===== config.mk =====
export PLATFORM = sky130hd
export DESIGN_NAME = bin2bcd_conv
export DESIGN_NICKNAME = d
export VERILOG_FILES = /design/src/rtl/bcd_pkg.sv /design/src/rtl/bcd_digit_adj.sv /design/src/rtl/bin2bcd_conv.sv
export SDC_FILE = /design/constraint.sdc
export NUM_CORES = 1
export LEC_CHECK = 0
export CORE_ASPECT_RATIO = 1.5
export CORE_MARGIN = 2
export CORE_UTILIZATION = 40
export CTS_CLUSTER_SIZE = 20
export DETAILED_ROUTE_END_ITERATION = 8
export RECOVER_POWER = 100
export SETUP_SLACK_MARGIN = 0.4
export SYNTH_ARGS = -nofsm -noshare
export SYNTH_HDL_FRONTEND = slang
export SYNTH_HIERARCHICAL = 1
export SYNTH_SLANG_ARGS = --single-unit

===== constraint.sdc =====
create_clock -name clk -period 1.75 [get_ports clk]
set_input_delay 0.35 -clock clk [delete_from_list [all_inputs] [get_ports clk]]
set_output_delay 0.35 -clock clk [all_outputs]
set_load 0.01 [all_outputs]

===== src/rtl/bcd_pkg.sv =====
// Shared definitions for the sequential binary-to-BCD converter:
// FSM encoding, digit counts and the saturation value.
package bcd_pkg;

    typedef enum logic [1:0] {
        ST_IDLE = 2'd0,
        ST_CONV = 2'd1,
        ST_DONE = 2'd2
    } state_e;

    localparam int          BCD_DIGITS     = 4;
    localparam int          SCRATCH_DIGITS = 5;
    localparam logic [15:0] BCD_MAX        = 16'h9999;

endpackage


===== src/rtl/bcd_digit_adj.sv =====
// Double-dabble nibble correction: add 3 when the digit is 5 or more,
// so the following left shift carries correctly into the next decade.
module bcd_digit_adj (
    input  logic [3:0] d_i,
    output logic [3:0] q_o
);

    // Inputs are always <= 9, so the 4-bit sum never wraps.
    assign q_o = (d_i >= 4'd5) ? d_i + 4'd3 : d_i;

endmodule


===== src/rtl/bin2bcd_conv.sv =====
// Sequential binary-to-BCD converter (shift-and-add-3, DIN_W iterations).
// Optional build macro BCD_SATURATE_EN: overflowing values show 9999.
module bin2bcd_conv
    import bcd_pkg::*;
#(
    parameter int DIN_W = 16
) (
    input  logic             clk,
    input  logic             clr,
    input  logic             start,
    input  logic [DIN_W-1:0] din,
    output logic             busy,
    output logic             done,
    output logic [15:0]      bcd,
    output logic             ovf
);

    localparam int SCR_W = 4 * SCRATCH_DIGITS;
    localparam int BCD_W = 4 * BCD_DIGITS;
    localparam int CNT_W = $clog2(DIN_W + 1);
    localparam logic [CNT_W-1:0] LAST_ITER = CNT_W'(DIN_W - 1);

    state_e             state_q, state_d;
    logic [DIN_W-1:0]   shift_q, shift_d;
    logic [SCR_W-1:0]   scratch_q, scratch_d;
    logic [SCR_W-1:0]   scratch_adj;
    logic [CNT_W-1:0]   cnt_q, cnt_d;
    logic [BCD_W-1:0]   bcd_q, bcd_d;
    logic               ovf_q, ovf_d;
    logic               done_q, done_d;
    logic               ovf_now;
    logic [BCD_W-1:0]   bcd_now;

    for (genvar g = 0; g < SCRATCH_DIGITS; g++) begin : g_adj
        bcd_digit_adj u_adj (
            .d_i (scratch_q[4*g +: 4]),
            .q_o (scratch_adj[4*g +: 4])
        );
    end

    assign ovf_now = |scratch_q[SCR_W-1:BCD_W];

`ifdef BCD_SATURATE_EN
    assign bcd_now = ovf_now ? BCD_MAX : scratch_q[BCD_W-1:0];
`else
    assign bcd_now = scratch_q[BCD_W-1:0];
`endif

    always_comb begin
        state_d   = state_q;
        shift_d   = shift_q;
        scratch_d = scratch_q;
        cnt_d     = cnt_q;
        bcd_d     = bcd_q;
        ovf_d     = ovf_q;
        done_d    = 1'b0;
        unique case (state_q)
            ST_IDLE: begin
                if (start) begin
                    shift_d   = din;
                    scratch_d = '0;
                    cnt_d     = '0;
                    state_d   = ST_CONV;
                end
            end
            ST_CONV: begin
                // Correct every nibble, then shift {scratch, shift} left by one.
                scratch_d = {scratch_adj[SCR_W-2:0], shift_q[DIN_W-1]};
                shift_d   = shift_q << 1;
                cnt_d     = cnt_q + 1'b1;
                if (cnt_q == LAST_ITER) state_d = ST_DONE;
            end
            ST_DONE: begin
                ovf_d   = ovf_now;
                bcd_d   = bcd_now;
                done_d  = 1'b1;
                state_d = ST_IDLE;
            end
            default: state_d = ST_IDLE;
        endcase
    end

    always_ff @(posedge clk or negedge clr) begin
        if (!clr) begin
            state_q   <= ST_IDLE;
            shift_q   <= '0;
            scratch_q <= '0;
            cnt_q     <= '0;
            bcd_q     <= '0;
            ovf_q     <= 1'b0;
            done_q    <= 1'b0;
        end else begin
            state_q   <= state_d;
            shift_q   <= shift_d;
            scratch_q <= scratch_d;
            cnt_q     <= cnt_d;
            bcd_q     <= bcd_d;
            ovf_q     <= ovf_d;
            done_q    <= done_d;
        end
    end

    assign busy = (state_q == ST_CONV);
    assign done = done_q;
    assign bcd  = bcd_q;
    assign ovf  = ovf_q;

endmodule


# == After elaboration in Yosys (flattened, before gate mapping) ==
# Cells that the tools add are included.
# totals
reg_bits,61
ram_bits,0
mem_count,0
output_inout_bits,19
wordCells,43
inputBits,19
rom_bits,0
latchBits,0
# classes
mul,0
n_bitwise,0
eq_ne,5
shift,0
n_div,0
muxes,15
magnitude_cmp,5
reduce_logical,5
n_addsub,6
# ops
cell,count
$pmux 20 s2,1
$pmux 16 s2,1
$ge 4x3->1 const B,5
$mux 20,1
$add 4x2->4 const B,4
$mux 16,1
$mux 4,4
$pmux 5 s2,1
$add 5x1->5 const B,1
$eq 5x4->1 const B,1
$mux 5,1
$mux 2,2
$pmux 2 s2,1
$reduce_and 2->1,2
$reduce_or 4->1,1
$add 3x2->3 const B,1
$mux 3,1
$eq 2x1->1 const B,1
$eq 2x2->1 const B,1
$logic_not 2->1,1
$ne 2x1->1 const B,1
$ne 2x2->1 const B,1
$reduce_bool 2->1,1
$mux 1,1

# == Logic depth before layout (Yosys ltp) ==
# Gate-level depths: netlist (run 1).
# depth
ltp_word,3
ltp_mapped,6
mapped_depth_nobuf,6

# == Cells and area by module ==
# Netlist (run 1), hierarchy kept.
# by_module_without_submodules
mod,area_each_um2,cells_each,n_inst,seq_area_each_um2
bin2bcd_conv,2544.9,207,1,1526.5
bcd_digit_adj,101.3,16,5,0.0

# == Least setup slack after synthesis (run 1) ==
# OpenSTA, ideal clock, no wires.
# synth_timing
path_type,register to register
from,register scratch_q[16]
to,register scratch_q[18]
setup_ns,0.121
t_required_ns,1.629
setup_slack_ns,0.407
synth_period_minus_slack_ns,1.343
t_arrival_ns,1.222
path_stages_with_launch,6
path_buffers,0
path_cell_list,dfrtp_1 ha_1 nand2b_1 a21oi_2 mux2i_1 a22o_1
# synth_between
elab_chain_cells,3
elab_cells_between_ends,4
cone_classes,1 x add/sub; 1 x order compare; 2 x mux
# synth_lines
element,line,text
start: declaration,bin2bcd_conv.sv:25,"logic [SCR_W-1:0] scratch_q, scratch_d;"
start signal: assignment,bin2bcd_conv.sv:95,scratch_q <= scratch_d;
$ge 4x3->1 / $add 3x2->3 (equally long branches),bcd_digit_adj.sv:9,assign q_o = (d_i >= 4'd5) ? d_i + 4'd3 : d_i;
$mux 3 *,bcd_digit_adj.sv:9,
net scratch_adj[17],bin2bcd_conv.sv:26,logic [SCR_W-1:0] scratch_adj;
$pmux 20 s2 *,bin2bcd_conv.sv:57,unique case (state_q)
# The timed path passes the listed nets; every way through them passes the cells marked *.
# A chain may end at the register's enable or synchronous reset.

# == Final worst setup path (run 1) ==
# layout_timing
from,register scratch_q[8]
to,register scratch_q[10]
# layout_between
elab_chain_cells,3
elab_cells_between_ends,4
cone_classes,1 x add/sub; 1 x order compare; 2 x mux
# layout_lines
element,line
$add 4x2->4 / $ge 4x3->1 (equally long branches),bcd_digit_adj.sv:9
$mux 4 *,bcd_digit_adj.sv:9
net scratch_adj[9],bin2bcd_conv.sv:26
$pmux 20 s2 *,bin2bcd_conv.sv:57
# Marks and branches as above.

==> results.sh, run 1 <==
export IMPL_fin_nets=376
export IMPL_p_int_mw=4.57
export IMPL_die_w_um=75.1
export IMPL_setup_ws_ps=245
export IMPL_cp_top_family="compound AO/OA/AOI/OAI gates"
export IMPL_pwr_share_comb=0.499
export IMPL_fmaxAchievable_ghz=0.665
export IMPL_crit_buf_inv=1
export IMPL_slew_limit_headroom=0.104
export IMPL_clk_latency_ps=330
export IMPL_r2r_slack_ps=250
export IMPL_met3WireLength_um=151
export IMPL_via_per_inst=5.11
export IMPL_clk_pin_slew_ps=70
export IMPL_fp_row_count=38
export IMPL_worstMarginPinSlew_ps=1340
export IMPL_syn_area_sq_mm=0.00303
export IMPL_numCtsBuffers=9
export IMPL_irDropWorstVdd_uv=654
export IMPL_min_path_type="in -> async"
export IMPL_clk_path_buf_depth=2
export IMPL_seqPwrFrac=0.343
export IMPL_power_mw=7.21
export IMPL_final_common_cell="dfrtp_1"
export IMPL_core_area_sq_mm=0.00727
export IMPL_wl_met1_um=2680
export IMPL_cts_tree="built"
export IMPL_grt_start_max_net_pins=37
export IMPL_dr_first_iter_drc_count=98
export IMPL_skew_ps=8.53
export IMPL_final_cell_area_sq_mm=0.00401
export IMPL_final_setup_tns_ps=0
export IMPL_vias=2294
export IMPL_grtUsageTotal=0.165
export IMPL_hold_viol=0
export IMPL_grt_pass1_wl_um=10700
export IMPL_drive_gt1_frac=0.246
export IMPL_power_density_mw_per_mm2=1800
export IMPL_cp_start_kind="flip-flop"
export IMPL_syn_avg_cell_area_sq_um=10.7
export IMPL_worstSetupPathType="reg -> reg"
export IMPL_switching_share=0.365
export IMPL_grt_pass1_vias=2324
export IMPL_p_sw_mw=2.63
export IMPL_cp_data_required_time_ps=1970
export IMPL_initial_core_util=0.417
export IMPL_max_cap_viol_count=0
export IMPL_arrival_ps=1720
export IMPL_outcome="complete, no violations"
export IMPL_period_needed_ps=1500
export IMPL_cp_cell_sequence="inv_1 > ha_4 > nand2b_4 > a21oi_1 > mux2i_1 > a22o_1"
export IMPL_final_cell_mix="dfrtp_1 (58), nand2_1 (39), buf_4 (22), a22o_1 (21), o21ai_0 (19)"
export IMPL_r2r_end="scratch_q[10]"
export IMPL_critPathMaxStageDelay_ps=410
export IMPL_die_height_um=111
export IMPL_critical_path_peak_fanout=4
export IMPL_hpwl_um=3900
export IMPL_port_buffers=37
export IMPL_drt_wl_total_um=6270
export IMPL_gp_congestion=0.687
export IMPL_clock_root_buffer="clkbuf_8"
export IMPL_leakage_nw=1.89
export IMPL_die_area_sq_mm=0.00831
export IMPL_synth_fp_nets=314
export IMPL_cts_hold_buf=0
export IMPL_grt_ovfl_total=0
export IMPL_setup_violations=0
export IMPL_rr_worst_depth=6
export IMPL_yosys_warnings=6
export IMPL_place_area_sq_mm=0.00354
export IMPL_drc=0
export IMPL_finalMaxSlewViolations=0
export IMPL_drt_first_pass_iters=4
export IMPL_worstSetupEndpointType="flip-flop"
export IMPL_rsz0062_at_grt="true"
export IMPL_antenna_found_initial=0
export IMPL_p_clk_frac=0.158
export IMPL_num_antenna_cells=0
export IMPL_io_pins=38
export IMPL_area_growth_pct=32.2
export IMPL_crit_slowest_cell="dfrtp_1"
export IMPL_maxUsedRoutingLayer="met4"
export IMPL_dp_slack_ps=70.5
export IMPL_timing_rr_start="scratch_q[8]"
export IMPL_antenna_left=0
export IMPL_clock_sinks=61
export IMPL_cts_htree_levels=3
export IMPL_route_met2_wl_um=3320
export IMPL_route_detailed_wl_per_inst_um=14.0
export IMPL_netlist_instances=283
export IMPL_final_period_utilization=0.860
[per-stage QoR]
stage,hold slack (ps),instances,utilization
6_report,300,449,0.551
5_1_grt,394,449,0.551
4_1_cts,21.6,444,0.538
3_5_place_dp,387,415,0.487
3_3_place_gp,378,415,0.487
2_1_floorplan,54.4,283,-
[layer usage]
| layer | vias to the layer above | track usage |
|---|---|---|
| met5 | - | 0 |
| met4 | 0 | 0.0643 |
| met3 | 12 | 0.0356 |
| met2 | 41 | 0.271 |
| met1 | 1136 | 0.206 |
| li1 | 1105 | - |
[power by group through the flow]
stage / Clock [mW] / Combinational [mW] / Sequential, mW
2_1_floorplan: 0 / 2.16 / 2.44
3_3_place_gp: 0 / 2.84 / 2.49
5_1_grt: 1.22 / 4.02 / 2.55
3_5_place_dp: 0 / 2.92 / 2.50
4_1_cts: 1.17 / 3.36 / 2.45
6_report: 1.14 / 3.59 / 2.47
[worst register-to-register path: stages, from the launching register on]
cell and delay (ps):
dfrtp_1 410, inv_1 110, ha_4 170, nand2b_4 60
a21oi_1 270, mux2i_1 130, a22o_1 240
[registers in the layout, indices dropped and copies added, names as in the netlist]
register   flops
scratch_q     20
done           1
bcd           16
state_q        2
cnt_q          5
shift_q       16
ovf            1
[area by class of cell]
| class | instances | area [sq um] |
|---|---|---|
| Fill cell | 671 | 3270 |
| Inverter | 14 | 52.6 |
| Clock buffer | 14 | 173 |
| Tap cell | 100 | 125 |
| Clock inverter | 1 | 5.00 |
| Timing Repair Buffer | 67 | 623 |
| Sequential cell | 61 | 1530 |
| Multi-Input combinational cell | 192 | 1500 |
[timing repair]
action	CTS	global route
setup buffers	14	5
setup endpoints to repair	48	66
pin swaps	9	8
resized for setup	50	34
hold endpoints to repair	0	0
[how the worst max path moves through the flow]
stage | slack (ps) | end | from | cells past startpoint
after floorplan | 410 | scratch_q[10] | scratch_q[8] | 5
after global placement | 170 | shift_q[10] | start | 5
after detailed placement | 70 | shift_q[10] | start | 5
after CTS | 210 | busy | state_q[1] | 2
after global routing | 180 | scratch_q[10] | scratch_q[8] | 6
final | 250 | scratch_q[10] | scratch_q[8] | 6
Power figures use the tool's default switching activity.
==> inputs of run 2 (changes only) <==
--- a/config.mk
+++ b/config.mk
@@ -12,6 +12,7 @@
 export DETAILED_ROUTE_END_ITERATION = 8
 export RECOVER_POWER = 100
 export SETUP_SLACK_MARGIN = 0.4
+export SLEW_MARGIN = 5
 export SYNTH_ARGS = -nofsm -noshare
 export SYNTH_HDL_FRONTEND = slang
 export SYNTH_HIERARCHICAL = 1
==> results of run 2 <==
No change in the layout: final DEF, timing and power equal those of run 1.
==> inputs of run 3 (changes only) <==
--- a/config.mk
+++ b/config.mk
@@ -5,9 +5,9 @@
 export SDC_FILE = /design/constraint.sdc
 export NUM_CORES = 1
 export LEC_CHECK = 0
-export CORE_ASPECT_RATIO = 1.5
 export CORE_MARGIN = 2
 export CORE_UTILIZATION = 40
+export CTS_BUF_LIST = sky130_fd_sc_hd__clkbuf_2 sky130_fd_sc_hd__clkbuf_4 sky130_fd_sc_hd__clkbuf_8
 export CTS_CLUSTER_SIZE = 20
 export DETAILED_ROUTE_END_ITERATION = 8
 export RECOVER_POWER = 100
==> constraint.sdc (replaced) <==
create_clock -name clk -period 1.75 [get_ports clk]
set_input_delay 0.525 -clock clk [delete_from_list [all_inputs] [get_ports clk]]
set_output_delay 0.525 -clock clk [all_outputs]
set_load 0.01 [all_outputs]
==> run 3 against run 2 <==
Against the previous run:
- register-to-register slack worse by 110 ps
- largest cell class unchanged
- highest routed layer unchanged
- first-iteration DRC count unchanged
- non-clock buffer count rose by 17
- power is 4.9% higher
==> results.sh, run 3 (synthesis results as in run 1) <==
export IMPL_worstSetupEndpointType="output port"
export IMPL_cp_data_required_time_ps=1220
export IMPL_period_needed_ps=1620
export IMPL_grt_start_max_net_pins=62
export IMPL_rr_worst_depth=7
export IMPL_arrival_ps=1090
export IMPL_outcome="complete, no violations"
export IMPL_final_common_cell="dfrtp_1"
export IMPL_finalMaxSlewViolations=0
export IMPL_final_period_utilization=0.924
export IMPL_timing_rr_start="state_q[0]"
export IMPL_num_antenna_cells=0
export IMPL_hold_viol=0
export IMPL_final_cell_area_sq_mm=0.00412
export IMPL_worstMarginPinSlew_ps=839
export IMPL_cts_tree="built"
export IMPL_io_pins=38
export IMPL_timing_hold_ws_ps=395
export IMPL_clk_latency_ps=340
export IMPL_core_area_sq_mm=0.00729
export IMPL_dr_first_iter_drc_count=98
export IMPL_grt_util_met1=0.243
export IMPL_grt_pass1_vias=2327
export IMPL_clock_sinks=61
export IMPL_clk_pin_slew_ps=70
export IMPL_vias=2380
export IMPL_p_clk_frac=0.166
export IMPL_via_per_inst=5.11
export IMPL_power_mw=7.56
export IMPL_skew_ps=7.99
export IMPL_r2r_end="scratch_q[11]"
export IMPL_drive_gt1_frac=0.289
export IMPL_fmaxAchievable_ghz=0.618
export IMPL_drt_first_pass_iters=4
export IMPL_die_height_um=91.1
export IMPL_max_cap_viol_count=0
export IMPL_largest_reg_flops=20
export IMPL_rsz0062_at_grt="true"
export IMPL_place_area_sq_mm=0.00355
export IMPL_instances_no_fill=466
export IMPL_final_cell_mix="dfrtp_1 (57), nand2_1 (37), clkbuf_1 (24), a22o_1 (21)"
export IMPL_hpwl_um=3540
export IMPL_critical_path_peak_fanout=2
export IMPL_drc=0
export IMPL_irDropWorstVdd_uv=581
export IMPL_fp_row_count=31
export IMPL_clk_path_buf_depth=2
export IMPL_antenna_left=0
export IMPL_r2r_slack_ps=140
export IMPL_die_w_um=91.1
export IMPL_area_growth_pct=35.8
export IMPL_numCtsBuffers=9
export IMPL_worstSetupPathType="reg -> out"
export IMPL_die_area_sq_mm=0.00829
export IMPL_drt_wl_total_um=7300
export IMPL_gp_congestion=0.716
export IMPL_clock_root_buffer="clkbuf_8"
export IMPL_fin_nets=393
export IMPL_grt_pass1_wl_um=11900
export IMPL_slew_limit_headroom=0.440
export IMPL_initial_core_util=0.416
export IMPL_switching_share=0.368
export IMPL_busiest_layer="met2"
export IMPL_min_path_type="in -> async"
export IMPL_dp_cells=413
export IMPL_pwr_share_comb=0.510
export IMPL_cp_start_kind="flip-flop"
export IMPL_gr_usage_met3=0.0498
export IMPL_p_sw_mw=2.78
export IMPL_cts_htree_levels=3
export IMPL_grtUsageTotal=0.185
export IMPL_antenna_found_initial=0
export IMPL_leakage_nw=2.00
export IMPL_seqPwrFrac=0.324
export IMPL_p_int_mw=4.78
export IMPL_route_detailed_wl_per_inst_um=15.7
export IMPL_power_density_mw_per_mm2=1840
export IMPL_port_buffers=37
export IMPL_top_register="scratch_q"
export IMPL_final_setup_tns_ps=0
export IMPL_gr_usage_met2=0.300
export IMPL_setup_violations=0
export IMPL_grt_ovfl_total=0
[run 3: power groups by stage]
stage	Clock [mW]	Combinational, mW	Sequential [mW]
2_1_floorplan	0	2.16	2.44
3_3_place_gp	0	2.85	2.47
3_5_place_dp	0	2.94	2.48
4_1_cts	1.28	3.90	2.44
5_1_grt	1.37	4.24	2.54
6_report	1.26	3.85	2.45
[run 3: final cells by class]
type,instances,area [sq um]
repair buffers,84,744
clock inverters,5,50.0
flip-flops and latches,61,1530
fillers,666,3180
clock buffers,11,145
well taps,99,124
multi-input cells,192,1470
inverters,14,52.6
[run 3: worst max path at each step]
stage | slack, ps | cells past startpoint | startpoint | to
4_1_cts | 150 | 2 | state_q[1] | busy
5_1_grt | 50 | 7 | state_q[0] | scratch_q[0]
3_5_place_dp | -20 | 5 | start | cnt_q[3]
6_report | 130 | 2 | state_q[1] | busy
3_3_place_gp | 2 | 5 | start | cnt_q[4]
2_1_floorplan | 330 | 4 | state_q[0] | busy
[run 3: timing repair]
action,4_1_cts,5_1_grt
hold buffers,0,0
cloned,8,1
setup buffers,22,6
pin swaps,12,5
gates resized for setup,118,21
endpoints found under the setup margin,67,76
[run 3: layer usage]
metal / share of wire / wire length [um]
met1: 0.45 / 3300
met2: 0.50 / 3670
met3: 0.032 / 233
met4: 0.013 / 94
met5: 0 / 0
[run 3: through the flow]
step | util | setup WS (ps)
global placement | 0.486 | 1.98
CTS | 0.578 | 146
detailed placement | 0.486 | -20.3
floorplan | - | 327
finish | 0.565 | 132
global route | 0.565 | 52.7
[run 3: critical path, stage by stage, from the launching register on]
cell	delay (ps)
dfrtp_1	380
and2b_1	220
clkbuf_1	160
